$ cat src/rtl/spi_slave_receiver.sv
// -----------------------------------------------------------------------------
// spi_slave_receiver
//
// This is an SPI slave endpoint. CS, SCK and MOSI are oversampled on the system
// clock CLK. The block handles all four CKP/CPH modes and transfers data MSB
// first. It deserialises DATA_W-bit words into a held register, which the
// consumer takes through a valid/ack handshake. In the other direction it
// serialises tx_data back to the master on MISO. Words may run back to back
// while CS stays low.
//
// Ports
//   CLK        system clock; every flop updates on its rising edge
//   RESET      asynchronous, active-high reset
//   CKP        SCK idle level (must match the master)
//   CPH        0: sample on the leading edge; 1: sample on the trailing edge
//   CS         active-low chip select from the master
//   SCK        serial clock from the master
//   MOSI       serial data from the master
//   MISO       serial data to the master
//   tx_data    word to transmit; captured at frame start and at each word end
//   rx_data    last complete received word
//   rx_valid   rx_data holds an unacknowledged word
//   rx_ack     consumer accepts rx_data (single-cycle pulse)
//   overrun    sticky; a word completed while rx_valid was still pending
//   frame_err  single-cycle pulse; CS rose in the middle of a word
//   busy       high while a frame is active
// -----------------------------------------------------------------------------
module spi_slave_receiver #(
  parameter int DATA_W      = 8,
  parameter int SYNC_STAGES = 2
) (
  input  logic              CLK,
  input  logic              RESET,
  input  logic              CKP,
  input  logic              CPH,
  input  logic              CS,
  input  logic              SCK,
  input  logic              MOSI,
  output logic              MISO,
  input  logic [DATA_W-1:0] tx_data,
  output logic [DATA_W-1:0] rx_data,
  output logic              rx_valid,
  input  logic              rx_ack,
  output logic              overrun,
  output logic              frame_err,
  output logic              busy
);

  localparam int CNT_W = (DATA_W > 1) ? $clog2(DATA_W) : 1;

  typedef enum logic {IDLE, ACTIVE} state_t;

  state_t state_q, state_d;

  logic [SYNC_STAGES-1:0] cs_sync, sck_sync, mosi_sync;
  logic                   cs_d, sck_d;
  logic [CNT_W-1:0]       bit_cnt;
  logic [DATA_W-1:0]      rx_shift, tx_shift;
  logic                   word_done;

  // ---------------------------------------------------------------------------
  // Input synchronisers plus one extra stage each on CS and SCK for edge
  // detection.
  // NOTE: these flops reset to 0 on purpose. If CS is already low when RESET
  // releases, the synchronised CS never shows a falling edge, so the block
  // does not join a frame that is already in progress.
  // ---------------------------------------------------------------------------
  always_ff @(posedge CLK or posedge RESET) begin
    if (RESET) begin
      cs_sync   <= '0;
      sck_sync  <= '0;
      mosi_sync <= '0;
      cs_d      <= 1'b0;
      sck_d     <= 1'b0;
    end else begin
      // NOTE: non-blocking assignments give every flop its previous-cycle
      // value, which is what makes this a shift chain and not a single wire.
      cs_sync   <= {cs_sync[SYNC_STAGES-2:0], CS};
      sck_sync  <= {sck_sync[SYNC_STAGES-2:0], SCK};
      mosi_sync <= {mosi_sync[SYNC_STAGES-2:0], MOSI};
      cs_d      <= cs_sync[SYNC_STAGES-1];
      sck_d     <= sck_sync[SYNC_STAGES-1];
    end
  end

  logic cs_s, sck_s, mosi_s;
  logic cs_fall, cs_rise, lead_edge, trail_edge, sample_edge, shift_edge;

  assign cs_s   = cs_sync[SYNC_STAGES-1];
  assign sck_s  = sck_sync[SYNC_STAGES-1];
  assign mosi_s = mosi_sync[SYNC_STAGES-1];

  assign cs_fall     = cs_d & ~cs_s;
  assign cs_rise     = ~cs_d & cs_s;
  // A leading edge leaves the idle level. A trailing edge returns to it.
  assign lead_edge   = (sck_d == CKP) && (sck_s != CKP);
  assign trail_edge  = (sck_d != CKP) && (sck_s == CKP);
  assign sample_edge = CPH ? trail_edge : lead_edge;
  assign shift_edge  = CPH ? lead_edge  : trail_edge;

  // ---------------------------------------------------------------------------
  // FSM
  // ---------------------------------------------------------------------------
  logic start, stop, do_sample, do_shift, last_bit;

  assign last_bit = (bit_cnt == CNT_W'(DATA_W - 1));

  always_ff @(posedge CLK or posedge RESET) begin
    if (RESET) state_q <= IDLE;
    else       state_q <= state_d;
  end

  always_comb begin
    // NOTE: every output of this block is assigned a default first, so no path
    // leaves a signal unassigned and no latch is inferred.
    state_d   = state_q;
    start     = 1'b0;
    stop      = 1'b0;
    do_sample = 1'b0;
    do_shift  = 1'b0;
    unique case (state_q)
      IDLE: begin
        if (cs_fall) begin
          state_d = ACTIVE;
          start   = 1'b1;
        end
      end
      ACTIVE: begin
        if (cs_rise) begin
          state_d = IDLE;
          stop    = 1'b1;
        end else begin
          do_sample = sample_edge;
          do_shift  = shift_edge;
        end
      end
      default: state_d = IDLE;
    endcase
  end

  assign busy = (state_q == ACTIVE);

  // ---------------------------------------------------------------------------
  // Shift datapath
  // ---------------------------------------------------------------------------
  always_ff @(posedge CLK or posedge RESET) begin
    if (RESET) begin
      bit_cnt   <= '0;
      rx_shift  <= '0;
      tx_shift  <= '0;
      MISO      <= 1'b0;
      word_done <= 1'b0;
      frame_err <= 1'b0;
    end else begin
      word_done <= do_sample && last_bit;
      frame_err <= stop && (bit_cnt != '0);

      if (start) begin
        bit_cnt  <= '0;
        tx_shift <= tx_data;
        // With CPH=0 the master samples on the first leading edge, so the MSB
        // must already be on MISO at that point.
        if (!CPH) MISO <= tx_data[DATA_W-1];
      end else if (stop) begin
        bit_cnt <= '0;
        MISO    <= 1'b0;
      end else begin
        if (do_sample) begin
          rx_shift <= {rx_shift[DATA_W-2:0], mosi_s};
          bit_cnt  <= last_bit ? '0 : bit_cnt + 1'b1;
        end

        if (word_done) begin
          tx_shift <= tx_data;
        end else if (do_shift) begin
          if (CPH) begin
            MISO     <= tx_shift[DATA_W-1];
            tx_shift <= tx_shift << 1;
          end else if (bit_cnt == '0) begin
            // CPH=0 trailing edge of a word's last bit. The freshly reloaded
            // MSB goes out here and is not shifted yet.
            MISO <= tx_shift[DATA_W-1];
          end else begin
            // The MSB is already out, so drive the next bit and then shift.
            MISO     <= tx_shift[DATA_W-2];
            tx_shift <= tx_shift << 1;
          end
        end
      end
    end
  end

  // ---------------------------------------------------------------------------
  // Receive handshake. A completed word always lands in rx_data. Overrun is
  // flagged only when the previous word was neither taken before nor taken in
  // this same cycle.
  // ---------------------------------------------------------------------------
  always_ff @(posedge CLK or posedge RESET) begin
    if (RESET) begin
      rx_data  <= '0;
      rx_valid <= 1'b0;
      overrun  <= 1'b0;
    end else if (word_done) begin
      rx_data  <= rx_shift;
      rx_valid <= 1'b1;
      if (rx_valid && !rx_ack) overrun <= 1'b1;
    end else if (rx_ack && rx_valid) begin
      rx_valid <= 1'b0;
      overrun  <= 1'b0;
    end
  end

endmodule
$ cat config.mk
export PLATFORM = sky130hd
export DESIGN_NAME = spi_slave_receiver
export DESIGN_NICKNAME = d
export VERILOG_FILES = /design/src/rtl/spi_slave_receiver.sv
export SDC_FILE = /design/constraint.sdc
export NUM_CORES = 1
export LEC_CHECK = 0
export BUFFER_PORTS_ARGS = -buffer_cell sky130_fd_sc_hd__buf_2
export CAP_MARGIN = 20
export CORE_MARGIN = 2
export CORE_UTILIZATION = 55
export DETAILED_ROUTE_END_ITERATION = 10
export GPL_TIMING_DRIVEN = 0
export PLACE_DENSITY = 0.78
export SLEW_MARGIN = 0
export SYNTH_ARGS = -nofsm -noshare
export SYNTH_HDL_FRONTEND = slang
export SYNTH_SLANG_ARGS = --single-unit
export TNS_END_PERCENT = 100
$ cat constraint.sdc
create_clock -name CLK -period 2.43 [get_ports CLK]
set_clock_uncertainty 0.1 [all_clocks]
set_input_delay 0.486 -clock CLK [delete_from_list [all_inputs] [get_ports CLK]]
set_output_delay 0.486 -clock CLK [all_outputs]
set_load 0.02 [all_outputs]
# --- Yosys cells after proc, flatten, opt, wreduce, memory -nomap -nowiden ---
# Index checks and enable logic that the tools add are counted.
word_totals:
  ff_bits: 41
  in_bits: 16
  output_inout_bits: 13
  word_cells: 83
op_classes:
  addsub: 1
  eq_ne: 10
  mux: 33
  bitwise: 7
  n_reduce_logical: 17
ops:
  columns: ["operator", "n"]
  rows:
  - ["$mux W8", 6]
  - ["$mux W1", 22]
  - ["$mux W3", 4]
  - ["$reduce_bool A3 Y1", 4]
  - ["$reduce_and A3 Y1", 3]
  - ["$logic_and A1 B1 Y1", 6]
  - ["$not A1 Y1", 5]
  - ["$ne A2 B2 Y1 const B", 2]
  - ["$ne A4 B4 Y1 const B", 1]
  - ["$add A3 B1 Y3 const B", 1]
  - ["$eq A3 B3 Y1 const B", 1]
  - ["$logic_not A3 Y1", 1]
  - ["$ne A3 B1 Y1 const B", 1]
  - ["$and A1 B1 Y1", 2]
  - ["$eq A1 B1 Y1", 2]
  - ["$ne A1 B1 Y1", 2]
  - ["$ne A2 B1 Y1 const B", 1]
  - ["$pmux W1 S2", 1]
  - ["$reduce_and A2 Y1", 1]
  - ["$reduce_bool A2 Y1", 1]
  - ["$logic_not A1 Y1", 1]

# --- Depth between registers and ports, before layout ---
# Gate-level depths: netlist of the first run.
depth:
  ltp_word: 9
  ltp_mapped: 6
  mapped_depth_nobuf: 6

# --- Worst setup path after synthesis of the first run ---
# No wires, ideal clock.
synth_path:
  path_kind: "register -> register"
  from: "register state_q, in the netlist busy"
  to: "register tx_shift[1]"
  setup_ps: 125
  arrival_time_ps: 1558
  required_time_ps: 2205
  path_slack_ps: 647
  stages_incl_launch_ff: 5
  path_buffers: 0
  period_less_slack_ps: 1783
  path_cell_list: "dfrtp_1 -> nor3b_1 -> nor2_1 -> mux2_2 -> mux2_2"
synth_via:
  elab_chain_len: 3
  word_cells_on_any_way: 8
  cone_classes: "eq/ne: 2; mux: 4; reduce/logical: 2"
synth_lines:
  columns: ["element", "line_no", "source"]
  rows:
  - ["from (decl)", "53", "state_t state_q, state_d;"]
  - ["from (signal assigned)", "110", "else state_q <= state_d;"]
  - ["$mux W1", "121", "unique case (state_q)"]
  - ["$ne A4 B4 Y1 (no source line), or another cell as far along", null, null]
  - ["$reduce_and A3 Y1 (no source line)", null, null]
  - ["to (signal assigned)", "160", "tx_shift <= tx_data;"]
  - ["to (signal assigned)", "174", "tx_shift <= tx_data;"]
  - ["to (signal assigned)", "178", "tx_shift <= tx_shift << 1;"]
  - ["to (decl)", "58", "logic [DATA_W-1:0] rx_shift, tx_shift;"]
# Parallel ways exist; a longest one is shown, timed or not.
# A chain may end at the register's enable or synchronous reset.

# --- Final worst setup path of the first run ---
layout_path:
  from: "register state_q, in the netlist busy"
  to: "register rx_shift[4]"
layout_via:
  elab_chain_len: 3
  word_cells_on_any_way: 6
  cone_classes: "mux: 3; bitwise: 2; reduce/logical: 1"
layout_lines:
  columns: ["element", "line_no", "source"]
  rows:
  - ["$mux W1", "121", null]
  - ["$not A1 Y1 (no source line)", null, null]
  - ["$reduce_and A3 Y1 (no source line) *", null, null]
  - ["to (signal assigned)", "169", "rx_shift <= {rx_shift[DATA_W-2:0], mosi_s};"]
  - ["to (decl)", "58", null]
# Mark *: on every way between the ends. The rest lies on a longest branch, timed or not.

==> results of run 1 <==
[through the flow]
| step | hold WS, ps | cell area, um2 | worst slack (ps) | total power, mW | std cells |
|---|---|---|---|---|---|
| 2_1_floorplan | 231 | 1760 | 647 | 1.19 | 132 |
| 3_3_place_gp | 231 | 1960 | 399 | 1.27 | 204 |
| 4_1_cts | 139 | 2040 | 465 | 1.74 | 212 |
| 6_report | 156 | 2040 | 459 | 1.73 | 212 |
| 5_1_grt | 111 | 2040 | 330 | 1.85 | 212 |
| 3_5_place_dp | 235 | 1960 | 355 | 1.30 | 204 |
[per-layer routing]
metal,routed length [um],vias up,GRT usage [%]
met5,0,-,0
met4,15,0,9.63
met3,122,2,4.69
met2,1500,33,31.0
met1,1270,557,21.6
li1,-,539,-
[placed cells by master, fill, tap and decap left out]
master	instances
ha_1	3
a21boi_0	1
nor2b_1	3
nand2b_1	4
o2bb2ai_1	1
nand3b_1	1
o211ai_4	1
a21oi_1	6
and2_1	1
nor3b_1	2
o211ai_1	1
o41ai_1	1
mux2i_1	2
clkbuf_8	1
inv_1	5
mux2_2	31
clkbuf_1	2
a2111oi_0	1
nor2_2	1
clkbuf_4	5
nand2_1	5
dfrtp_1	41
bufinv_16	1
a21o_1	2
buf_2	28
inv_2	1
nor2_1	6
nand3_1	2
xor2_2	1
a221oi_1	1
a211oi_1	2
buf_1	1
o21ai_0	4
[cells by family (layout without fill, tap and decap cells)]
logic type	count (synthesis)	after routing
AND/OR/NAND/NOR	25	25
AO/OA/AOI/OAI	21	21
XOR/XNOR	1	1
flip-flops	41	41
buffers and inverters	8	44
adder cells (fa/ha/maj)	3	3
multiplexers	33	33
[registers in the layout, indices dropped and copies added, names as in the netlist]
name and cells:
tx_shift 8, rx_data 8, sck_sync 2, cs_d 1
busy 1, rx_valid 1, overrun 1, sck_d 1
frame_err 1, word_done 1, MISO 1, bit_cnt 3
rx_shift 8, cs_sync 2, mosi_sync 2
[power groups by stage]
stage                     clock network [mW]  logic (mW)  registers [mW]
after CTS                              0.463       0.360           0.922
after global placement                     0       0.340           0.928
after global routing                   0.505       0.397           0.944
final                                  0.452       0.354           0.921
after floorplan                            0       0.271           0.923
after detailed placement                   0       0.359           0.936
[worst max path at each step]
stage | startpoint | endpoint | slack [ps] | depth (start not counted)
2_1_floorplan | busy$_DFF_PP0_ | tx_shift[1]$_DFFE_PP0P_ | 650 | 4
3_3_place_gp | CPH | tx_shift[5]$_DFFE_PP0P_ | 400 | 5
3_5_place_dp | CPH | tx_shift[3]$_DFFE_PP0P_ | 360 | 5
4_1_cts | busy$_DFF_PP0_ | tx_shift[5]$_DFFE_PP0P_ | 460 | 4
5_1_grt | busy$_DFF_PP0_ | rx_shift[4]$_DFFE_PP0P_ | 330 | 4
6_report | busy$_DFF_PP0_ | rx_shift[4]$_DFFE_PP0P_ | 460 | 4
[layout make-up]
cell class | instances | area (um2)
Fill cell | 225 | 1010
Sequential cell | 41 | 1030
Buffer | 2 | 7.51
Clock inverter | 1 | 30.0
Clock buffer | 7 | 55.1
Multi-Input combinational cell | 83 | 704
Timing Repair Buffer | 28 | 140
Inverter | 6 | 22.5
Tap cell | 44 | 55.1
==> metrics.cfg, run 1 <==
[power]
ir_drop_mv = 0.580
clock_power_share_pct = 26.2
intPower_mw = 1.28
power.share.sequential_pct = 53.3
combPwrFrac_pct = 20.5
power_density_nw_per_um2 = 846
switchingPower_mw = 0.447
swShare_pct = 25.9
p_leak_nw = 0.999

[timing]
max-slew-margin-rel_pct = 45.1
tightest_slew_ps = 822
drv_slew = 0
tns_ps = 0
setup_violations = 0
rsz0062_at_grt = no
timing_hold_violations_final = 0
fmax_ghz = 0.507
period_needed_ps = 1970
finalCritPeriodShare_pct = 81.1

[worst_setup_path]
cp_slowest_cell = dfrtp_1
crit_buf_inv = 1
crit_arrival_ps = 2090
path_cells = clkbuf_1 -> nand2_1 -> nor2_2 -> mux2_2
crit_path_max_incr_delay_ps = 440
startpoint_type = flop
cp_max_fo = 10
timing_worst_setup_path_type = flop to flop
crit_family = simple AND/OR/NAND/NOR gates
rr_endpoint = rx_shift[4]$_DFFE_PP0P_
r2r_slack_ps = 460
end_kind = flop
critical_path_required_ps = 2550
timing.rr.start = busy$_DFF_PP0_
rr_worst_depth = 4

[logic_synthesis]
yosys.area_share.adder_pct = 2.13
synth_area_leader_cell = dfrtp_1
syn-num-nets = 151
synth_cell_type_count = 28
synth_ff_type = dfrtp_1
synth_top_area_share_pct = 58.3
synthMuxAreaShare_pct = 21.0
synth_xor_area_share_pct = 0.924
ys_top_cells_by_area = dfrtp_1 58%, mux2_2 20%, ha_1 2.1%
ys_seq_elements = 41
synth.most_common_cell = dfrtp_1
yosysWarnings = 0
synth-edff-count = 0
avgSynthCellArea_um2 = 13.3
synth_top_family_by_area = multiplexers
postSynth.asyncResetShare_pct = 100
ys_top_cells_by_count = 41 x dfrtp_1, 31 x mux2_2, 6 x a21oi_1, 6 x inv_1, 6 x nor2_1
synth-compound-area-share_pct = 8.60
postSynthCellCount = 132
synthSimpleGateAreaFrac_pct = 7.39
yosysSeqAreaShare_pct = 58.3
netlist_area_um2 = 1760

[clock_network]
ctsResizeCount = 0
clk_latency_ps = 330
cts_buffers = 5
path_clk_slew_ps = 110
clockBufferDepth = 2
cts_tree = done
cts_sinks = 41
hold_buffers = 0
postCtsSetupBuffers = 0
cts-root-buf = clkbuf_4
cts-htree-levels = 2

[global_routing]
antenna_found_initial = 0
grt_max_degree = 42
grt_pass1_wl_mm = 4.89
track_usage_pct = 18.4
grt_pass1_vias = 1144
grt-ovfl-total = 0

[route]
finalWirelength_mm = 2.91
vias = 1131
drcViolationCount = 0
dr.pass1.iters = 4
first_iter_violations = 30
avgRoutedWirePerCell_um = 13.7
via_per_inst = 5.33
antenna_left = 0

[floorplan]
fp.dieH_um = 60.6
die_area_um2 = 3670
io_pins = 29
core_um2 = 3050
die_w_um = 60.6
num_rows = 20
initial_core_util_pct = 57.7

[final_layout]
fin_util_pct = 66.8
areaGrowthSynthToFinish_pct = 15.9
drive_gt1_share_pct = 41.7
nNetsFinal = 186
n_antenna_cell = 0

[job]
drv_cap = 0

[outcome]
status = finished, final reports clean

[worst_hold_path]
hold_end = sck_sync[0]$_DFF_PP0_
min-delay-path-class = primary input to flop
min-delay-start = SCK
min_path_cells = 1

[place]
portBuffers = 28
gp_congestion = 0.889
dp_hpwl_mm = 2.07

No activity file was read; power rests on OpenSTA's default activity.
==> run 2, diff against run 1 <==
Settings changed: ABC_AREA from default to 1, CORE_UTILIZATION 55 to 50, PLACE_DENSITY 0.78 to 0.75.
Clock period 2.43 ns to 1.8 ns, I/O delays scaled along.
==> run 2 against run 1 <==
  * Sequential share of layout area is 2.3 points lower
  * Wire length rose by 9.6%
  * First-iteration DRC count rose to 3.4 times the previous value
  * Flip-flop and latch count stayed put
  * Sequential power up 34%
  * Largest power group unchanged
==> metrics.cfg, run 2 <==
[outcome]
status = finished, final reports clean

[route]
antenna_left = 0  ; unchanged
dr.pass1.iters = 5  ; +1
drcViolationCount = 0  ; unchanged
vias = 1423  ; +26%
first_iter_violations = 103  ; +240%
finalWirelength_mm = 3.19  ; +9.6%
via_per_inst = 4.86  ; -9.0%
avgRoutedWirePerCell_um = 10.9  ; -21%

[worst_setup_path]
cp_slowest_cell = dfrtp_1
rr_worst_depth = 8  ; +4
r2r_slack_ps = 210  ; -250 ps
crit_arrival_ps = 1790  ; -300 ps
critical_path_required_ps = 2000  ; -550 ps
startpoint_type = flop
path_common_cell = nand2_1
end_kind = flop
timing_worst_setup_path_type = flop to flop
timing.rr.start = bit_cnt[0]$_DFFE_PP0P_
rr_endpoint = tx_shift[7]$_DFFE_PP0P_
path_cells = inv_1 -> ha_1 -> nand2_1 -> inv_1 -> nand4_2 -> nand3_4 -> nand2_1 -> nand2_1
cp_max_fo = 8  ; -2
crit_path_max_incr_delay_ps = 400  ; -40 ps

[logic_synthesis]
synth_area_leader_cell = dfrtp_1
yosysWarnings = 0  ; unchanged
postSynth.asyncResetShare_pct = 100  ; unchanged
ys_top_cells_by_area = dfrtp_1 56%, nand2_1 17%, inv_1 4.5%
avgSynthCellArea_um2 = 8.81  ; -34%
synth_top_area_share_pct = 56.0  ; -2.3 points
synth_cell_type_count = 25  ; -11%
yosysSeqAreaShare_pct = 56.0  ; -2.3 points
synth-edff-count = 0  ; unchanged
synth.most_common_cell = nand2_1
ys_top_cells_by_count = 85 x nand2_1, 41 x dfrtp_1, 22 x inv_1
synth_ff_type = dfrtp_1
netlist_area_um2 = 1830  ; +4.1%
syn-num-nets = 227  ; +50%
postSynthCellCount = 208  ; +58%
ys_seq_elements = 41  ; unchanged

[timing]
fmax_ghz = 0.628  ; +24%
drv_slew = 0  ; unchanged
timing_hold_violations_final = 0  ; unchanged
setup_violations = 0  ; unchanged
tns_ps = 0  ; unchanged
tightest_slew_ps = 829  ; +6.80 ps
rsz0062_at_grt = no
finalCritPeriodShare_pct = 88.5  ; +7.4 points
max-slew-margin-rel_pct = 44.7  ; -0.45 points
period_needed_ps = 1590  ; -378 ps

[final_layout]
fin_util_pct = 62.6  ; -4.2 points
nNetsFinal = 265  ; +42%
layout_common_cells = 85 x nand2_1, 41 x dfrtp_1, 29 x buf_2
largestRegisters = rx_data (8), rx_shift (8), tx_shift (8)
drive_gt1_share_pct = 22.7  ; -19 points
final_common_cell = nand2_1
n_antenna_cell = 0  ; unchanged
stdcell_count = 293  ; +38%
fin_area_um2 = 2140  ; +4.8%
areaGrowthSynthToFinish_pct = 16.8

[power]
power_density_nw_per_um2 = 1150  ; +36%
p_leak_nw = 1.19  ; +19%
power_mw = 2.46  ; +43%
ir_drop_mv = 0.640  ; +10%

[floorplan]
fp.dieH_um = 64.5  ; +6.5%
core_um2 = 3420  ; +12%
io_pins = 29  ; unchanged
num_rows = 21  ; +5.0%
die_w_um = 64.5  ; +6.5%
die_area_um2 = 4160  ; +13%
initial_core_util_pct = 53.6  ; -4.0 points

[clock_network]
clockBufferDepth = 2  ; unchanged
cts_sinks = 41  ; unchanged
cts_buffers = 5  ; unchanged
cts-htree-levels = 2  ; unchanged
path_clk_slew_ps = 120  ; about the same
cts_tree = done
clk_latency_ps = 360  ; +30 ps
cts-root-buf = clkbuf_4

[global_routing]
grt_pass1_wl_mm = 5.67  ; +16%
grt_pass1_vias = 1273  ; +11%
track_usage_pct = 18.3  ; -0.12 points
antenna_found_initial = 0  ; unchanged
grt_max_degree = 42  ; unchanged
grt-ovfl-total = 0  ; unchanged

[place]
gp_congestion = 0.773  ; -13%
placed_cell_area_um2 = 2030  ; +3.8%
dp_cells = 282  ; +38%
dp_hpwl_mm = 2.25  ; +8.4%
portBuffers = 28  ; unchanged

[worst_hold_path]
min-delay-path-class = primary input to async pin

[job]
drv_cap = 0  ; unchanged

-- run 2: repair_timing --
item	in CTS	in global routing
endpoints found under the hold margin	3	0
setup buffers	0	0
hold buffers	3	0
gates resized for setup	0	0
-- run 2: per-layer routing --
layer  routed length [um]  up-vias  part of all wire (%)  GRT usage, %
li1                     -      734                     -             -
met1                 1570      645                    49          24.6
met2                 1350       39                    42          26.6
met3                  198        5                   6.2          6.25
met4                   65        0                   2.0          8.78
met5                    0        -                     0             0
-- run 2: layout make-up --
class,count,area [um2]
multi-input combinational,136,673
clock inverter,2,38.8
clock buffer,6,41.3
buffer,4,31.3
inverter,27,101
tap,46,57.6
timing repair buffer,31,170
sequential,41,1030
fill,297,1280
-- run 2: worst max path at each step --
stage	slack, ps	end	start
floorplan	390	MISO$_DFFE_PP0P_	RESET
CTS	200	tx_shift[7]$_DFFE_PP0P_	bit_cnt[0]$_DFFE_PP0P_
detailed placement	230	tx_shift[5]$_DFFE_PP0P_	bit_cnt[0]$_DFFE_PP0P_
finish	210	tx_shift[7]$_DFFE_PP0P_	bit_cnt[0]$_DFFE_PP0P_
global placement	-130	tx_shift[6]$_DFFE_PP0P_	RESET
global route	30	tx_shift[7]$_DFFE_PP0P_	bit_cnt[0]$_DFFE_PP0P_
-- run 2: per-stage QoR --
step                hold WS (ps)  worst slack (ps)
floorplan                    231               394
detailed placement           241               228
global route                93.4              33.2
finish                      45.3               207
global placement             233              -128
CTS                         79.1               199
-- run 2: report_power, final --
part / switching [mW] / leakage [nW] / total [mW] / internal [mW]
sequential: 0.105 / 0.527 / 1.23 / 1.13
combinational: 0.392 / 0.623 / 0.632 / 0.241
clock: 0.302 / 0.0424 / 0.598 / 0.296
-- run 2: kinds of logic (layout without fill, tap and decap cells) --
logic type      after synthesis  after routing  synth area share (%)
fa+ha+maj                     3              3                  2.05
buf+inv                      31             70                  7.24
flops                        41             41                  56.0
simple gates                113            113                  27.9
compound gates               20             20                  6.83
-- run 2: worst max-delay path, delay by kind of cell (launching register included) --
kind	cells	cell delay [ps]
adders and majority gates	1	150
buffers and inverters	2	190
DFF	1	400
and+or+nand+nor	5	700
==> run 3, diff against run 2 <==
Settings changed: PLACE_DENSITY 0.75 to 0.87.
==> run 3 against run 2 <==
  * Hold slack better by 1.0 ps
  * Cell count unchanged
  * Die area unchanged
  * Core utilization up 0.77 points
  * Critical path depth unchanged
  * Largest power group unchanged
==> metrics.cfg, run 3 (same netlist as run 2, synthesis figures left out) <==
[outcome]
status = finished, final reports clean

[route]
vias = 1423  ; unchanged
finalWirelength_mm = 3.29  ; +3.3%
avgRoutedWirePerCell_um = 11.2  ; +3.3%
antenna_left = 0  ; unchanged
via_per_inst = 4.86  ; unchanged
first_iter_violations = 123  ; +19%
drcViolationCount = 0  ; unchanged
dr.pass1.iters = 4  ; -1

[clock_network]
cts_sinks = 41  ; unchanged
cts-root-buf = clkbuf_4
clockBufferDepth = 2  ; unchanged
cts_tree = done
cts_buffers = 5  ; unchanged
ctsResizeCount = 0  ; unchanged
cts-htree-levels = 2  ; unchanged
hold_buffers = 2  ; -1
path_clk_slew_ps = 130  ; about the same
clk_latency_ps = 360  ; about the same
postCtsSetupBuffers = 0  ; unchanged

[worst_hold_path]
min-delay-path-class = primary input to async pin

[power]
power_density_nw_per_um2 = 1210  ; +5.2%
ir_drop_mv = 0.599  ; -6.4%
p_leak_nw = 1.21  ; +1.1%

[global_routing]
grt-ovfl-total = 0  ; unchanged
track_usage_pct = 18.3  ; about the same
grt_max_degree = 42  ; unchanged
grt_pass1_vias = 1353  ; +6.3%
antenna_found_initial = 0  ; unchanged
grt_pass1_wl_mm = 5.84  ; +3.1%

[worst_setup_path]
critical_path_required_ps = 1990  ; about the same
rr_endpoint = tx_shift[5]$_DFFE_PP0P_
startpoint_type = flop
crit_arrival_ps = 1800  ; about the same
path_cells = inv_1 -> ha_1 -> nand2_1 -> inv_1 -> nand4_2 -> nand3_4 -> nand2_1 -> nand2_1
timing_worst_setup_path_type = flop to flop
cp_max_fo = 8  ; unchanged
timing.rr.start = bit_cnt[0]$_DFFE_PP0P_
rr_worst_depth = 8  ; unchanged
cp_slowest_cell = dfrtp_1
crit_buf_inv = 2  ; unchanged
end_kind = flop
r2r_slack_ps = 200  ; about the same
path_common_cell = nand2_1
crit_family = simple AND/OR/NAND/NOR gates
crit_path_max_incr_delay_ps = 400  ; about the same

[place]
dp_cells = 282  ; unchanged
portBuffers = 28  ; unchanged
gp_congestion = 0.790  ; +2.1%
dp_hpwl_mm = 2.32  ; +3.3%

[final_layout]
nNetsFinal = 265  ; unchanged
drive_gt1_share_pct = 23.1  ; +0.40 points
areaGrowthSynthToFinish_pct = 18.2
n_antenna_cell = 0  ; unchanged
largestRegisters = rx_data (8), rx_shift (8), tx_shift (8)
final_common_cell = nand2_1
layout_common_cells = 85 x nand2_1, 41 x dfrtp_1, 29 x buf_2
stdcell_count = 293  ; unchanged

[timing]
finalCritPeriodShare_pct = 89.1  ; +0.66 points
max-slew-margin-rel_pct = 44.5  ; -0.21 points
hold_ws_ps = 46.3  ; +1.04 ps
rsz0062_at_grt = no
timing_hold_violations_final = 0  ; unchanged
period_needed_ps = 1600  ; +11.9 ps
drv_slew = 0  ; unchanged
setup_violations = 0  ; unchanged
tightest_slew_ps = 832  ; +3.17 ps
fmax_ghz = 0.623  ; -0.74%

[floorplan]
die_area_um2 = 4160  ; unchanged
fp.dieH_um = 64.5  ; unchanged
die_w_um = 64.5  ; unchanged
num_rows = 21  ; unchanged
core_um2 = 3420  ; unchanged
initial_core_util_pct = 53.6  ; unchanged
io_pins = 29  ; unchanged

[job]
drv_cap = 0  ; unchanged

[run 3: cell types whose count changed in the layout (fill, tap and decap cells not counted)]
cell       change
clkbuf_1       -1
bufinv_16      +1
clkinv_4       -1
inv_6          +1
[run 3: worst max path at each step]
stage | start | slack, ps | to | cells past startpoint
after floorplan | RESET | 390 | MISO$_DFFE_PP0P_ | 1
after global placement | RESET | -90 | tx_shift[1]$_DFFE_PP0P_ | 2
after detailed placement | bit_cnt[0]$_DFFE_PP0P_ | 220 | tx_shift[5]$_DFFE_PP0P_ | 8
after CTS | bit_cnt[0]$_DFFE_PP0P_ | 200 | tx_shift[5]$_DFFE_PP0P_ | 8
after global routing | bit_cnt[0]$_DFFE_PP0P_ | 60 | tx_shift[0]$_DFFE_PP0P_ | 8
final | bit_cnt[0]$_DFFE_PP0P_ | 200 | tx_shift[5]$_DFFE_PP0P_ | 8
[run 3: layout make-up]
cell class              instances  area, um2
repair buffers                 31        170
fillers                       304       1250
plain buffers                   4       31.3
clock buffers                   5       37.5
multi-input cells             136        673
well taps                      46       57.6
inverters                      27        101
clock inverters                 3       68.8
flip-flops and latches         41       1030
[run 3: layer usage]
| layer | global-route usage (%) | vias up | routed length [um] |
|---|---|---|---|
| met5 | 0 | - | 0 |
| met4 | 8.51 | 0 | 65 |
| met3 | 4.17 | 7 | 124 |
| met2 | 29.0 | 26 | 1470 |
| met1 | 23.9 | 657 | 1630 |
| li1 | - | 733 | - |
[run 3: through the flow]
step / utilization, % / setup slack (ps) / setup TNS (ps) / power, mW / cell area [um2]
2_1_floorplan: - / 394 / 0 / 1.73 / 1830
3_3_place_gp: 59.4 / -87.7 / -3510 / 1.85 / 2030
3_5_place_dp: 59.4 / 224 / 0 / 1.89 / 2030
4_1_cts: 63.1 / 196 / 0 / 2.63 / 2160
5_1_grt: 63.4 / 58.9 / 0 / 2.81 / 2170
6_report: 63.4 / 196 / 0 / 2.62 / 2170
[run 3: where the power goes]
| part | switching, mW | total (mW) | internal [mW] |
|---|---|---|---|
| combinational | 0.393 | 0.634 | 0.241 |
| sequential | 0.110 | 1.24 | 1.13 |
| clock | 0.314 | 0.751 | 0.437 |
| total | 0.817 | 2.62 | 1.80 |
